$ cat config.mk
export PLATFORM = sky130hd
export DESIGN_NAME = incubator_profile_ctrl
export DESIGN_NICKNAME = d
export VERILOG_FILES = /design/src/rtl/incubator_pkg.sv /design/src/rtl/incubator_actuator.sv /design/src/rtl/incubator_profile_ctrl.sv
export SDC_FILE = /design/constraint.sdc
export NUM_CORES = 1
export LEC_CHECK = 0
export ABC_AREA = 1
export CELL_PAD_IN_SITES_DETAIL_PLACEMENT = 1
export CELL_PAD_IN_SITES_GLOBAL_PLACEMENT = 1
export CORE_MARGIN = 4
export CORE_UTILIZATION = 46
export DETAILED_ROUTE_END_ITERATION = 8
export GPL_TIMING_DRIVEN = 0
export PLACE_DENSITY = 0.83
export RECOVER_POWER = 50
export SLEW_MARGIN = 20
export SYNTH_ARGS = -nofsm -noshare
export SYNTH_HDL_FRONTEND = slang
export SYNTH_SLANG_ARGS = --single-unit
$ cat constraint.sdc
create_clock -name clk -period 7.8 [get_ports clk]
set_input_delay 1.56 -clock clk [delete_from_list [all_inputs] [get_ports clk]]
set_output_delay 1.56 -clock clk [all_outputs]
set_load 0.005 [all_outputs]
$ cat src/rtl/incubator_pkg.sv
// Shared types for the incubator profile controller: FSM encoding and the
// 8-bit sensor / 10-bit comparison temperature types.
package incubator_pkg;

    typedef enum logic [1:0] {
        ST_IDLE = 2'd0,
        ST_RAMP = 2'd1,
        ST_HOLD = 2'd2,
        ST_DONE = 2'd3
    } state_e;

    typedef logic signed [7:0] temp_t;
    typedef logic signed [9:0] cmp_t;

    // Widening by two bits keeps sp +/- HYST (HYST <= 15) clear of wrap-around.
    function automatic cmp_t widen(input logic [7:0] v);
        return cmp_t'({{2{v[7]}}, v});
    endfunction

endpackage

$ cat src/rtl/incubator_actuator.sv
// Hysteresis heater/cooler request logic with mutual exclusion; defining
// INCUBATOR_DWELL_EN adds a minimum-dwell counter per actuator.
module incubator_actuator
    import incubator_pkg::*;
#(
    parameter int HYST      = 2,
    parameter int MIN_DWELL = 4
) (
    input  logic       clk,
    input  logic       reset,
    input  logic       enable_i,
    input  logic [7:0] temperature_i,
    input  logic [7:0] setpoint_i,
    output logic       heater_o,
    output logic       cooler_o
);

    localparam cmp_t HYST_W = cmp_t'(HYST);

    cmp_t t_w;
    cmp_t sp_w;
    logic heat_set;
    logic heat_clr;
    logic cool_set;
    logic cool_clr;
    logic req_h_q;
    logic req_h_d;
    logic req_c_q;
    logic req_c_d;

    assign t_w      = widen(temperature_i);
    assign sp_w     = widen(setpoint_i);
    assign heat_set = t_w < (sp_w - HYST_W);
    assign heat_clr = t_w >= sp_w;
    assign cool_set = t_w > (sp_w + HYST_W);
    assign cool_clr = t_w <= sp_w;

    always_comb begin
        req_h_d = req_h_q;
        req_c_d = req_c_q;
        if (heat_set) begin
            req_h_d = 1'b1;
            req_c_d = 1'b0;
        end else if (cool_set) begin
            req_c_d = 1'b1;
            req_h_d = 1'b0;
        end else begin
            if (heat_clr) req_h_d = 1'b0;
            if (cool_clr) req_c_d = 1'b0;
        end
    end

    always_ff @(posedge clk or posedge reset) begin
        if (reset) begin
            req_h_q <= 1'b0;
            req_c_q <= 1'b0;
        end else if (!enable_i) begin
            req_h_q <= 1'b0;
            req_c_q <= 1'b0;
        end else begin
            req_h_q <= req_h_d;
            req_c_q <= req_c_d;
        end
    end

`ifdef INCUBATOR_DWELL_EN
    localparam int CW = $clog2(MIN_DWELL + 1);
    localparam logic [CW-1:0] DWELL_LOAD = CW'(MIN_DWELL - 1);

    logic          heat_q;
    logic          cool_q;
    logic [CW-1:0] h_cnt_q;
    logic [CW-1:0] c_cnt_q;

    // Outputs track the next request so dwell adds no latency when idle; a
    // turn-on only proceeds once the opposite actuator is free to drop.
    always_ff @(posedge clk or posedge reset) begin
        if (reset) begin
            heat_q  <= 1'b0;
            cool_q  <= 1'b0;
            h_cnt_q <= '0;
            c_cnt_q <= '0;
        end else if (!enable_i) begin
            heat_q  <= 1'b0;
            cool_q  <= 1'b0;
            h_cnt_q <= '0;
            c_cnt_q <= '0;
        end else begin
            if (h_cnt_q != '0) h_cnt_q <= h_cnt_q - CW'(1);
            if (c_cnt_q != '0) c_cnt_q <= c_cnt_q - CW'(1);
            if (h_cnt_q == '0 && req_h_d != heat_q) begin
                if (!req_h_d || !cool_q || c_cnt_q == '0) begin
                    heat_q  <= req_h_d;
                    h_cnt_q <= DWELL_LOAD;
                end
            end
            if (c_cnt_q == '0 && req_c_d != cool_q) begin
                if (!req_c_d || !heat_q || h_cnt_q == '0) begin
                    cool_q  <= req_c_d;
                    c_cnt_q <= DWELL_LOAD;
                end
            end
        end
    end

    assign heater_o = heat_q;
    assign cooler_o = cool_q;
`else
    assign heater_o = req_h_q;
    assign cooler_o = req_c_q;
`endif

endmodule

$ cat src/rtl/incubator_profile_ctrl.sv
// Runs a programmable {setpoint, hold} temperature profile and drives the
// heater/cooler pair; INCUBATOR_DWELL_EN enables minimum actuator dwell.
module incubator_profile_ctrl
    import incubator_pkg::*;
#(
    parameter int STEPS     = 4,
    parameter int HOLD_W    = 8,
    parameter int HYST      = 2,
    parameter int MIN_DWELL = 4,
    localparam int STEP_W   = $clog2(STEPS)
) (
    input  logic              clk,
    input  logic              reset,
    input  logic              start,
    input  logic              abort,
    input  logic [7:0]        temperature,
    input  logic              tick,
    input  logic              prog_we,
    input  logic [STEP_W-1:0] prog_addr,
    input  logic [7:0]        prog_setpoint,
    input  logic [HOLD_W-1:0] prog_hold,
    output logic              heater,
    output logic              cooler,
    output logic [STEP_W-1:0] step,
    output logic              busy,
    output logic              done,
    output logic [1:0]        state
);

    localparam logic [STEP_W-1:0] LAST_STEP = STEP_W'(STEPS - 1);
    localparam cmp_t HYST_W = cmp_t'(HYST);

    logic [7:0]        sp_q   [STEPS];
    logic [HOLD_W-1:0] hold_q [STEPS];

    state_e            state_q;
    logic [STEP_W-1:0] step_q;
    logic [HOLD_W-1:0] hold_cnt_q;
    logic              busy_q;
    logic              done_q;

    logic [7:0]        sp_sel;
    logic [HOLD_W-1:0] hold_sel;
    cmp_t              t_w;
    cmp_t              sp_w;
    logic              in_band;
    logic              finishing;
    logic              reg_enable;

    assign sp_sel   = sp_q[step_q];
    assign hold_sel = hold_q[step_q];
    assign t_w      = widen(temperature);
    assign sp_w     = widen(sp_sel);
    assign in_band  = (t_w >= sp_w - HYST_W) && (t_w <= sp_w + HYST_W);

    // Regulation drops in the same edge that leaves RAMP/HOLD, so abort and
    // profile completion switch the actuators off without a cycle of lag.
    assign finishing  = (state_q == ST_HOLD) && (hold_cnt_q == '0) && (step_q == LAST_STEP);
    assign reg_enable = ((state_q == ST_RAMP) || (state_q == ST_HOLD)) && !abort && !finishing;

    always_ff @(posedge clk or posedge reset) begin
        if (reset) begin
            for (int i = 0; i < STEPS; i++) begin
                sp_q[i]   <= '0;
                hold_q[i] <= '0;
            end
        end else if (prog_we && !busy_q) begin
            sp_q[prog_addr]   <= prog_setpoint;
            hold_q[prog_addr] <= prog_hold;
        end
    end

    always_ff @(posedge clk or posedge reset) begin
        if (reset) begin
            state_q    <= ST_IDLE;
            step_q     <= '0;
            hold_cnt_q <= '0;
            busy_q     <= 1'b0;
            done_q     <= 1'b0;
        end else begin
            done_q <= 1'b0;
            case (state_q)
                ST_IDLE: begin
                    if (start && !abort) begin
                        state_q <= ST_RAMP;
                        step_q  <= '0;
                        busy_q  <= 1'b1;
                    end
                end
                ST_RAMP: begin
                    if (abort) begin
                        state_q <= ST_IDLE;
                        step_q  <= '0;
                        busy_q  <= 1'b0;
                    end else if (in_band) begin
                        state_q    <= ST_HOLD;
                        hold_cnt_q <= hold_sel;
                    end
                end
                ST_HOLD: begin
                    if (abort) begin
                        state_q <= ST_IDLE;
                        step_q  <= '0;
                        busy_q  <= 1'b0;
                    end else if (hold_cnt_q == '0) begin
                        if (step_q == LAST_STEP) begin
                            state_q <= ST_DONE;
                            busy_q  <= 1'b0;
                            done_q  <= 1'b1;
                        end else begin
                            state_q <= ST_RAMP;
                            step_q  <= step_q + STEP_W'(1);
                        end
                    end else if (tick) begin
                        hold_cnt_q <= hold_cnt_q - HOLD_W'(1);
                    end
                end
                default: begin
                    state_q <= ST_IDLE;
                    step_q  <= '0;
                    busy_q  <= 1'b0;
                end
            endcase
        end
    end

    incubator_actuator #(
        .HYST      (HYST),
        .MIN_DWELL (MIN_DWELL)
    ) u_actuator (
        .clk           (clk),
        .reset         (reset),
        .enable_i      (reg_enable),
        .temperature_i (temperature),
        .setpoint_i    (sp_sel),
        .heater_o      (heater),
        .cooler_o      (cooler)
    );

    assign step  = step_q;
    assign busy  = busy_q;
    assign done  = done_q;
    assign state = state_q;

endmodule

# == After elaboration in Yosys (flattened, before gate mapping) ==
# Index checks and enable logic that the tools add are counted.
# totals
out_inout_bits,8
wordCells,112
regBits,80
# op_classes
magnitude_cmp,9
n_eq_ne,16
mux,47
reduce_logical,19
n_bitwise,2
add_sub_neg,4
# op_table
operator,n
2-to-1 mux 8 bit,10
bitwise mux 32 bit,2
binary-select mux 8 bit (select 2 bit),2
2-to-1 mux 2 bit,11
2-to-1 mux 1 bit,17
demux 8 bit (select 2 bit),1
case mux 8 bit (2 select lines),1
inequality test 2 bit (second input constant),7
case mux 2 bit (3 select lines),2
adder 8 x 3 -> 9 bit (second input constant),1
>= comparator 8 x 9 -> 1 bit,1
> comparator 8 x 9 -> 1 bit,1
<= comparator 8 x 9 -> 1 bit,1
less-than comparator 8 x 9 -> 1 bit,1
subtractor 8 x 3 -> 9 bit (second input constant),1
>= comparator 8 bit,1
<= comparator 8 bit,1
logical AND 1 bit,8
logical NOT 8 bit,1
inequality test 4 bit (second input constant),2
AND reduction 4 bit,2
subtractor 8 x 1 -> 8 bit (second input constant),1
>= comparator 3 bit (second input constant),2
inequality test 3 x 2 -> 1 bit (second input constant),2
13 further kinds,18

# == Logic depth before layout (Yosys ltp) ==
# Gate-level depths: netlist of run 1.
# depth
depth_word,10
depth_mapped,24

# == Hierarchy ==
# Synthesis of run 1 repeated with hierarchy kept, for this count alone.
# unflattened
hier_cells,736
hier_area_um2,5420.2
# modules_own_cells
module,seq_area_each_um2,area_each_um2,n_inst,cells_per_inst
incubator_profile_ctrl,1951.9,4490.6,1,590
incubator_actuator,50.0,929.6,1,146

# == Worst setup path after synthesis of run 1 ==
# Ideal clock, no wire load.
# synth_timing
path_kind,flip-flop to flip-flop
startpoint,reg step_q[0] (netlist: step[0])
endpoint,reg hold_cnt_q[0]
setup_time_ps,117
arrival_time_ps,2947
period_less_slack_ps,3065
required_ps,7683
path_buffers,1
path_stages_with_launch,23
setup_slack_ps,4735
cell_sequence,dfrtp_1 inv_2 buf_4 nand2_1 a32oi_4 ha_1 nand4_1 nor3_1 xor2_1 ha_1 nand2_1 nor2_1 inv_1 nor2_1 nor2_1 nand3_1 nand2_1 nand2_1 nand2_1 nand2_2 nand2_1 nand2_1 nand2_1
# synth_between
elab_chain_len,9
elab_cells_between_ends,17
classes_between,2 x add/sub; 2 x order compare; 1 x eq/ne; 9 x mux; 1 x bitwise; 2 x reduce/logical
# synth_lines
element,line_no,source
start: declaration,incubator_profile_ctrl.sv:37,logic [STEP_W-1:0] step_q;
start signal: assignment,incubator_profile_ctrl.sv:112,step_q <= step_q + STEP_W'(1);
NOT 2 -> 3 bit (implied by the code) *,"incubator_profile_ctrl.sv:50, incubator_profile_ctrl.sv:51",
binary-select mux 8 bit (select 2 bit),incubator_profile_ctrl.sv:50,assign sp_sel = sp_q[step_q];
2-to-1 mux 8 bit (implied by the code) (2 in series),incubator_profile_ctrl.sv:50,
subtractor 8 x 3 -> 9 bit / adder 8 x 3 -> 9 bit (equally long branches),incubator_profile_ctrl.sv:54,assign in_band = (t_w >= sp_w - HYST_W) && (t_w <= sp_w + HYST_W);
>= comparator 8 x 9 -> 1 bit / <= comparator 8 x 9 -> 1 bit (equally long branches),incubator_profile_ctrl.sv:54,
logical AND 1 bit,incubator_profile_ctrl.sv:54,
inequality test 2 bit (no line),n/a,
AND reduction 6 bit (no line),n/a,
end signal: assignment,incubator_profile_ctrl.sv:97,hold_cnt_q <= hold_sel;
end signal: assignment,incubator_profile_ctrl.sv:115,hold_cnt_q <= hold_cnt_q - HOLD_W'(1);
end: declaration,incubator_profile_ctrl.sv:38,logic [HOLD_W-1:0] hold_cnt_q;
# Every way passes the cells marked *; elsewhere a longest branch is shown, timed or not. The select of a mux whose other input is x is not followed.
# A chain may end at the register's enable or synchronous reset.

==> results of run 1 <==
## final timing paths
kind                       cells after the start       endpoint        from  slack, ns
max                                            3     hold_q[27]       reset       3.00
min                                            2     hold_q[18]  hold_q[18]       0.49
max in group clk                              22  hold_cnt_q[1]     step[0]       3.93
min reg2reg                                    2     hold_q[18]  hold_q[18]       0.49
max reg2reg                                   22  hold_cnt_q[1]     step[0]       3.93
min in group asynchronous                      2        sp_q[4]       reset       2.08
## per-stage QoR
stage	worst slack, ns	utilization (%)	instance area, µm²	hold WS, ns
global placement	2.940	53.26	5254	0.4542
floorplan	4.188	-	4697	0.4419
finish	3.000	55.50	5475	0.4871
CTS	3.914	55.68	5493	0.4896
global route	2.350	55.50	5475	0.5149
detailed placement	3.718	53.49	5276	0.4692
## layout by cell type (no fill, tap or decap), drive strengths merged, types with 4 or more instances in the layout
cell type      Yosys  final
a21oi             23     23
a32oi              4      4
buf                8      8
clkbuf            16     30
clkdlybuf4s50      0     37
dfrtp             80     80
ha                31     31
inv               64     64
nand2            179    179
nand3             34     34
nand4              7      7
nor2              55     55
nor3               4      4
o21ai             92     92
o22ai              4      4
xor2               6      6
## area by class of cell
cell class	count	area (µm²)
Buffer	24	110.1
Fill cell	1271	4389
Timing Repair Buffer	40	394.1
Clock inverter	3	47.55
Multi-Input combinational cell	454	2345
Sequential cell	80	2002
Clock buffer	13	168.9
Inverter	64	241.5
Tap cell	133	166.4
## metal layers
layer / GRT usage (%) / routed length [µm] / vias up
met4: 7.845 / 182 / 0
met2: 41.93 / 6452 / 78
met3: 4.085 / 578 / 15
met1: 31.94 / 6145 / 2115
li1: - / - / 2126
met5: 0 / 0 / -
## flip-flops by register name (all words and copies together), names as in the netlist
| name | cells |
|---|---|
| hold_q | 32 |
| sp_q | 32 |
| hold_cnt_q | 8 |
| state | 2 |
| step | 2 |
| busy | 1 |
| done | 1 |
| u_actuator.cooler_o | 1 |
| u_actuator.heater_o | 1 |
## worst min-delay path, stage by stage, from the launching register on
cell,delay (ns)
dfrtp_1,0.35
nand2_1,0.05
o21ai_0,0.06
## kinds of logic after synthesis
logic type      count (synthesis)  synth area share, %
simple gates                  284                24.85
compound gates                131                15.32
buf+inv                        88                7.459
flops                          80                42.62
fa+ha+maj                      31                8.258
xor+xnor                        8                1.492
## power groups by stage
stage / clock network [mW] / registers (mW) / logic, mW
CTS: 0.345 / 0.740 / 1.38
finish: 0.338 / 0.742 / 1.37
floorplan: 0 / 0.707 / 1.00
global placement: 0 / 0.732 / 1.29
detailed placement: 0 / 0.744 / 1.37
global route: 0.365 / 0.766 / 1.59
==> summary.md, run 1 <==
| Metric | Value |
|---|---|
| Syn_nets | 685 |
| Sequential fraction of design power | 30.3% |
| Failing checks | max-capacitance violations, max-slew violations |
| CTS tree | done |
| DIE WIDTH | 109.1 µm |
| Ys async rst share | 100.0% |
| Logic gate share of total power | 55.9% |
| Routed wire length | 13,360 µm |
| Via density | 5.344 |
| Hpwl dp | 9962 µm |
| Cell with the most instances after synthesis | nand2_1 |
| Nets | 736 |
| Fin Setup TNS | 0 ns |
| Static Leak | 2.701 nW |
| PD cells | 447.2 nW/µm² |
| WL per Instance | 16.47 µm |
| Worst setup path class | primary input to async pin |
| Synthesized area per cell | 7.551 µm² |
| Cts hold-fix bufs | 0 |
| Setup Fix Bufs, Post-CTS | 0 |
| Worst EP required | 7.83 ns |
| Worst Skew | 0.008506 ns |
| Drt drc | 0 |
| Total number of vias | 4,334 |
| TritonCTS buffer count | 9 |
| Largest net degree at the start of global routing | 42 |
| Synth top area share | 42.62% |
| Htree depth | 3 |
| Max incr delay on CP | 1.67 ns |
| Die Y | 109.1 µm |
| Initial antenna violation count | 0 |
| Clock Power Share | 13.8% |
| Slew Viols, Final | 83 |
| Largest area contributor in the netlist | dfrtp_1 |
| Die Area | 11,890 µm² |
| Antenna diodes | 0 |
| Vias in the first global route | 4,603 |
| Final antenna-violating net count | 0 |
| Post-synth EDFFs | 0 |
| Clock sink count | 80 |
| Top cells by area, synth | dfrtp_1 (43%), nand2_1 (14%), o21ai_0 (9.8%) |
| Largest delay share family, worst path | buffers and inverters |
| Max-slew headroom | -49.14% |
| Post-synthesis sequential area ratio | 42.62% |
| Slowest cell on crit path | clkbuf_1 |
| Synth Register Bits | 80 |
| Min cycle time layout | 4.800 ns |
| Layout Cells excl Fill | 811 |
| Synth Warn # | 0 |
| GRT overflow | 0 |
| Crit Path Max Fanout | 41 |
| Syn Inst Count | 622 |
| Placed Cells | 795 |
| Mapped Area | 4697 µm² |
| Ys flop type | dfrtp_1 |
| Worst setup SP type | primary input |
| CTS max path bufs | 2 |
| Core box area | 9864 µm² |
| Final setup viols | 0 |
| CP arrival | 4.83 ns |
| RePlAce Congestion | 0.8411 |
| RSZ-0062 raised after global routing | no |
| CP bufs+invs | 3 |
| Clock slew at reported path FFs | 0.08 ns |
| Initial Util | 47.62% |
| Tcrit/Tclk final | 61.54% |
| Fin. Hold Viols | 0 |
| Post-synthesis cell type count | 35 |
| I/O Pins | 40 |
| Worst-skew pair later-pin latency | 0.37 ns |
| Peak supply drop | 0.1785 mV |
| HP Class | flip-flop to flip-flop |
| I/O Buffers | 39 |
| Area Growth Syn to Fin | 16.57% |
| Int Power | 1.299 mW |
| Total Routing Usage GR | 24.63% |
| Cells along the critical path | dlygate4sd3_1, clkinvlp_2, clkbuf_1 |
| Sw Pwr | 1.150 mW |
| Layout cells sized above 1 | 5.457% |
| Switch share | 46.96% |
| Number of DRC markers in iteration 0 | 166 |
| Outcome | complete, but fails checks |
| Fmax | 0.2083 GHz |
| Cell row count | 36 |
| Clock root buffer | clkbuf_8 |
| Max cap viols | 2 |
| CTS resizes | 0 |
| Worst slew pin tran | 2.237 ns |
| CP endpoint kind | async pin |
| Most frequent cells after synthesis | nand2_1 (175), o21ai_0 (92), dfrtp_1 (80), inv_1 (62), nor2_1 (54) |
| Tot Pwr | 2.448 mW |
| First-pass iteration count of the detailed router | 4 |
| First-pass GRT wire length | 22,620 µm |
Power figures use the tool's default switching activity.
==> inputs of run 2 (changes only) <==
--- a/config.mk
+++ b/config.mk
@@ -9,10 +9,10 @@
 export CELL_PAD_IN_SITES_DETAIL_PLACEMENT = 1
 export CELL_PAD_IN_SITES_GLOBAL_PLACEMENT = 1
 export CORE_MARGIN = 4
-export CORE_UTILIZATION = 46
+export CORE_UTILIZATION = 39
 export DETAILED_ROUTE_END_ITERATION = 8
 export GPL_TIMING_DRIVEN = 0
-export PLACE_DENSITY = 0.83
+export PLACE_DENSITY = 0.75
 export RECOVER_POWER = 50
 export SLEW_MARGIN = 20
 export SYNTH_ARGS = -nofsm -noshare
==> constraint.sdc (replaced) <==
create_clock -name clk -period 4 [get_ports clk]
set_input_delay 0.8 -clock clk [delete_from_list [all_inputs] [get_ports clk]]
set_output_delay 0.8 -clock clk [all_outputs]
set_load 0.005 [all_outputs]
==> run 2 against run 1 <==
Net effect:
- the flow still finishes with violations (max-capacitance violations, max-slew violations)
- clock skew is 0.00072 ns lower
- via count decreased by 0.69%
- final cell count is 1.5% higher
- power is 100% higher
- register-to-register slack worse by 3.5 ns
- count of clock-buffer cells in the layout fell by 1
- die area increased by 17%
- flip-flop and latch count unchanged
- critical path depth rose by 18
- sequential share of layout area decreased by 0.76 points
- global-route usage decreased by 4.2 points
- cell area increased by 2.3%
- critical endpoint is now hold_cnt_q[4]
==> summary.md, run 2 (synthesized netlist as in run 1, its figures left out) <==
| Metric | Value |
|---|---|
| Final antenna-violating net count | 0 (unchanged) |
| Worst EP required | 4.23 ns (-3.60 ns) |
| WL per Instance | 16.37 µm (-0.61%) |
| Most frequent cells in the layout | nand2_1 (174), o21ai_0 (92), dfrtp_1 (78) |
| Final setup viols | 0 (unchanged) |
| Worst R2R Setup Slack | 0.43 ns (-3.50 ns) |
| Peak supply drop | 0.2939 mV (+65%) |
| Worst-skew pair later-pin latency | 0.34 ns (-0.03 ns) |
| Slew Viols, Final | 40 (-52%) |
| Core box area | 11,610 µm² (+18%) |
| Nets | 738 (+0.27%) |
| Worst R2R Path Depth | 21 (-4.5%) |
| Worst setup SP type | flip-flop |
| Worst slew pin tran | 1.687 ns (-0.5499 ns) |
| Min cycle time layout | 3.567 ns |
| Clock slew at reported path FFs | 0.06 ns (-0.02 ns) |
| Hold Path Depth | 2 (unchanged) |
| PD cells | 885.5 nW/µm² (+98%) |
| Worst Skew | 0.007784 ns (-0.0007222 ns) |
| Max-slew headroom | -13.10% (+36 points) |
| Area after DPL | 5289 µm² (+0.24%) |
| Initial Util | 40.44% (-7.2 points) |
| CTS tree | done |
| Worst setup path class | flip-flop to flip-flop |
| Initial antenna violation count | 0 (unchanged) |
| Hpwl dp | 10,270 µm (+3.1%) |
| Fmax | 0.2803 GHz |
| Commonest non-fill, non-tap cell in the layout | nand2_1 |
| Htree depth | 3 (unchanged) |
| Outcome | complete, but fails checks |
| Largest regs | hold_q x32, sp_q x32, hold_cnt_q x8 |
| Drt drc | 0 (unchanged) |
| Clock sink count | 80 (unchanged) |
| Worst r2r src | step[0] |
| I/O Pins | 40 (unchanged) |
| First-pass iteration count of the detailed router | 4 (unchanged) |
| TritonCTS buffer count | 9 (unchanged) |
| CP arrival | 3.80 ns (-1.03 ns) |
| HP Class | flip-flop to flip-flop |
| Worst Hold Path EP | hold_cnt_q[7] |
| I/O Buffers | 39 (unchanged) |
| GRT overflow | 0 (unchanged) |
| Crit Path Max Fanout | 10 (-76%) |
| Filler cells | 1,473 (+16%) |
| DIE WIDTH | 117.7 µm (+8.0%) |
| Vias in the first global route | 4,608 (+0.11%) |
| Layout cells sized above 1 | 6.471% (+1.0 points) |
| Cell row count | 39 (+8.3%) |
| Largest net degree at the start of global routing | 43 (+2.4%) |
| Fin Setup TNS | 0 ns (unchanged) |
| Fin. Hold Viols | 0 (unchanged) |
| Number of DRC markers in iteration 0 | 154 (-7.2%) |
| Tcrit/Tclk final | 89.19% |
| Static Leak | 2.752 nW (+1.9%) |
| Via density | 5.230 (-2.1%) |
| Design area | 5599 µm² (+2.3%) |
| Finished Core Util | 48.21% (-7.3 points) |
| Area Growth Syn to Fin | 19.21% |
| Die Area | 13,860 µm² (+17%) |
| RePlAce Congestion | 0.8360 (-0.61%) |
| Total number of vias | 4,304 (-0.69%) |
| Clock root buffer | clkbuf_16 |
| Cts hold-fix bufs | 0 (unchanged) |
| Total Routing Usage GR | 20.43% (-4.2 points) |
| Routed wire length | 13,480 µm (+0.86%) |
| Failing checks | max-capacitance violations, max-slew violations |
| RSZ-0062 raised after global routing | no |
| R2r endpoint | hold_cnt_q[4] |
| Die Y | 117.7 µm (+8.0%) |
| CP endpoint kind | flip-flop |
| CTS max path bufs | 2 (unchanged) |
| First-pass GRT wire length | 22,830 µm (+0.92%) |
| Hold Crit Start | hold_cnt_q[7] |
| Antenna diodes | 0 (unchanged) |
| Max cap viols | 1 (-1) |
run 2: cell count changes in the layout (fill, tap and decap cells not counted), moves of 2 or more:
cell       before  now
clkbuf_8       12    3
dfrtp_1        80   78
dfrtp_2         0    2
buf_4           1    3
clkbuf_16       0    9
run 2: critical path: stages, from the launching register on:
cell	delay (ns)
dfrtp_2	0.48
inv_2	0.13
buf_4	0.19
nand2_1	0.10
a32oi_4	0.24
buf_4	0.18
inv_1	0.07
ha_1	0.24
nand4_1	0.14
xor2_1	0.08
ha_1	0.29
nand2_1	0.07
nor2_1	0.22
nand3_1	0.16
nand3_1	0.12
nand2_1	0.07
nand3_1	0.10
nand2_1	0.07
nand2_2	0.17
nand2_2	0.16
nand2_1	0.10
nand2_1	0.05
run 2: cell type report:
type                            count  area (µm²)  share of cell area, %
Buffer                             24       108.9                  1.944
Clock buffer                       12       266.5                  4.760
Clock inverter                      4       36.28                 0.6480
Inverter                           64       241.5                  4.313
Multi-Input combinational cell    454        2352                  42.01
Sequential cell                    80        2004                  35.80
Tap cell                          143       178.9                  3.196
Timing Repair Buffer               42       410.4                  7.330
run 2: power by group:
group | internal, mW | switching, mW
Combinational | 1.02 | 1.67
Clock | 0.478 | 0.345
Sequential | 1.19 | 0.251
Total | 2.69 | 2.27
run 2: metal layers:
metal | vias to the layer above | share of wire (%) | global-route usage [%]
li1 | 2138 | - | -
met1 | 2095 | 46 | 26.50
met2 | 60 | 49 | 35.32
met3 | 11 | 3.6 | 2.835
met4 | 0 | 1.2 | 6.374
met5 | - | 0 | 0
run 2: worst max path at each step:
| stage | end | from | slack, ns |
|---|---|---|---|
| floorplan | hold_cnt_q[0] | step[0] | 0.94 |
| global placement | u_actuator.cooler_o | reset | -0.12 |
| detailed placement | hold_cnt_q[4] | step[0] | 0.14 |
| CTS | hold_cnt_q[4] | step[0] | 0.10 |
| global route | hold_cnt_q[4] | step[0] | 0.006 |
| finish | hold_cnt_q[4] | step[0] | 0.43 |
run 2: timing repair:
action | in CTS | in global routing
setup endpoints to repair | 0 | 8
gates resized for setup | 0 | 4
setup buffers | 0 | 2
run 2: per-stage QoR:
stage               total power [mW]  worst slack (ns)  std cells  hold WS [ns]
floorplan                      3.328            0.9355        622        0.4419
global placement               3.971           -0.1206        804        0.4581
detailed placement             4.134            0.1444        805        0.4712
CTS                            4.990            0.1048        821        0.4869
global route                   5.524          0.005752        823        0.5049
finish                         4.958            0.4326        823        0.4790
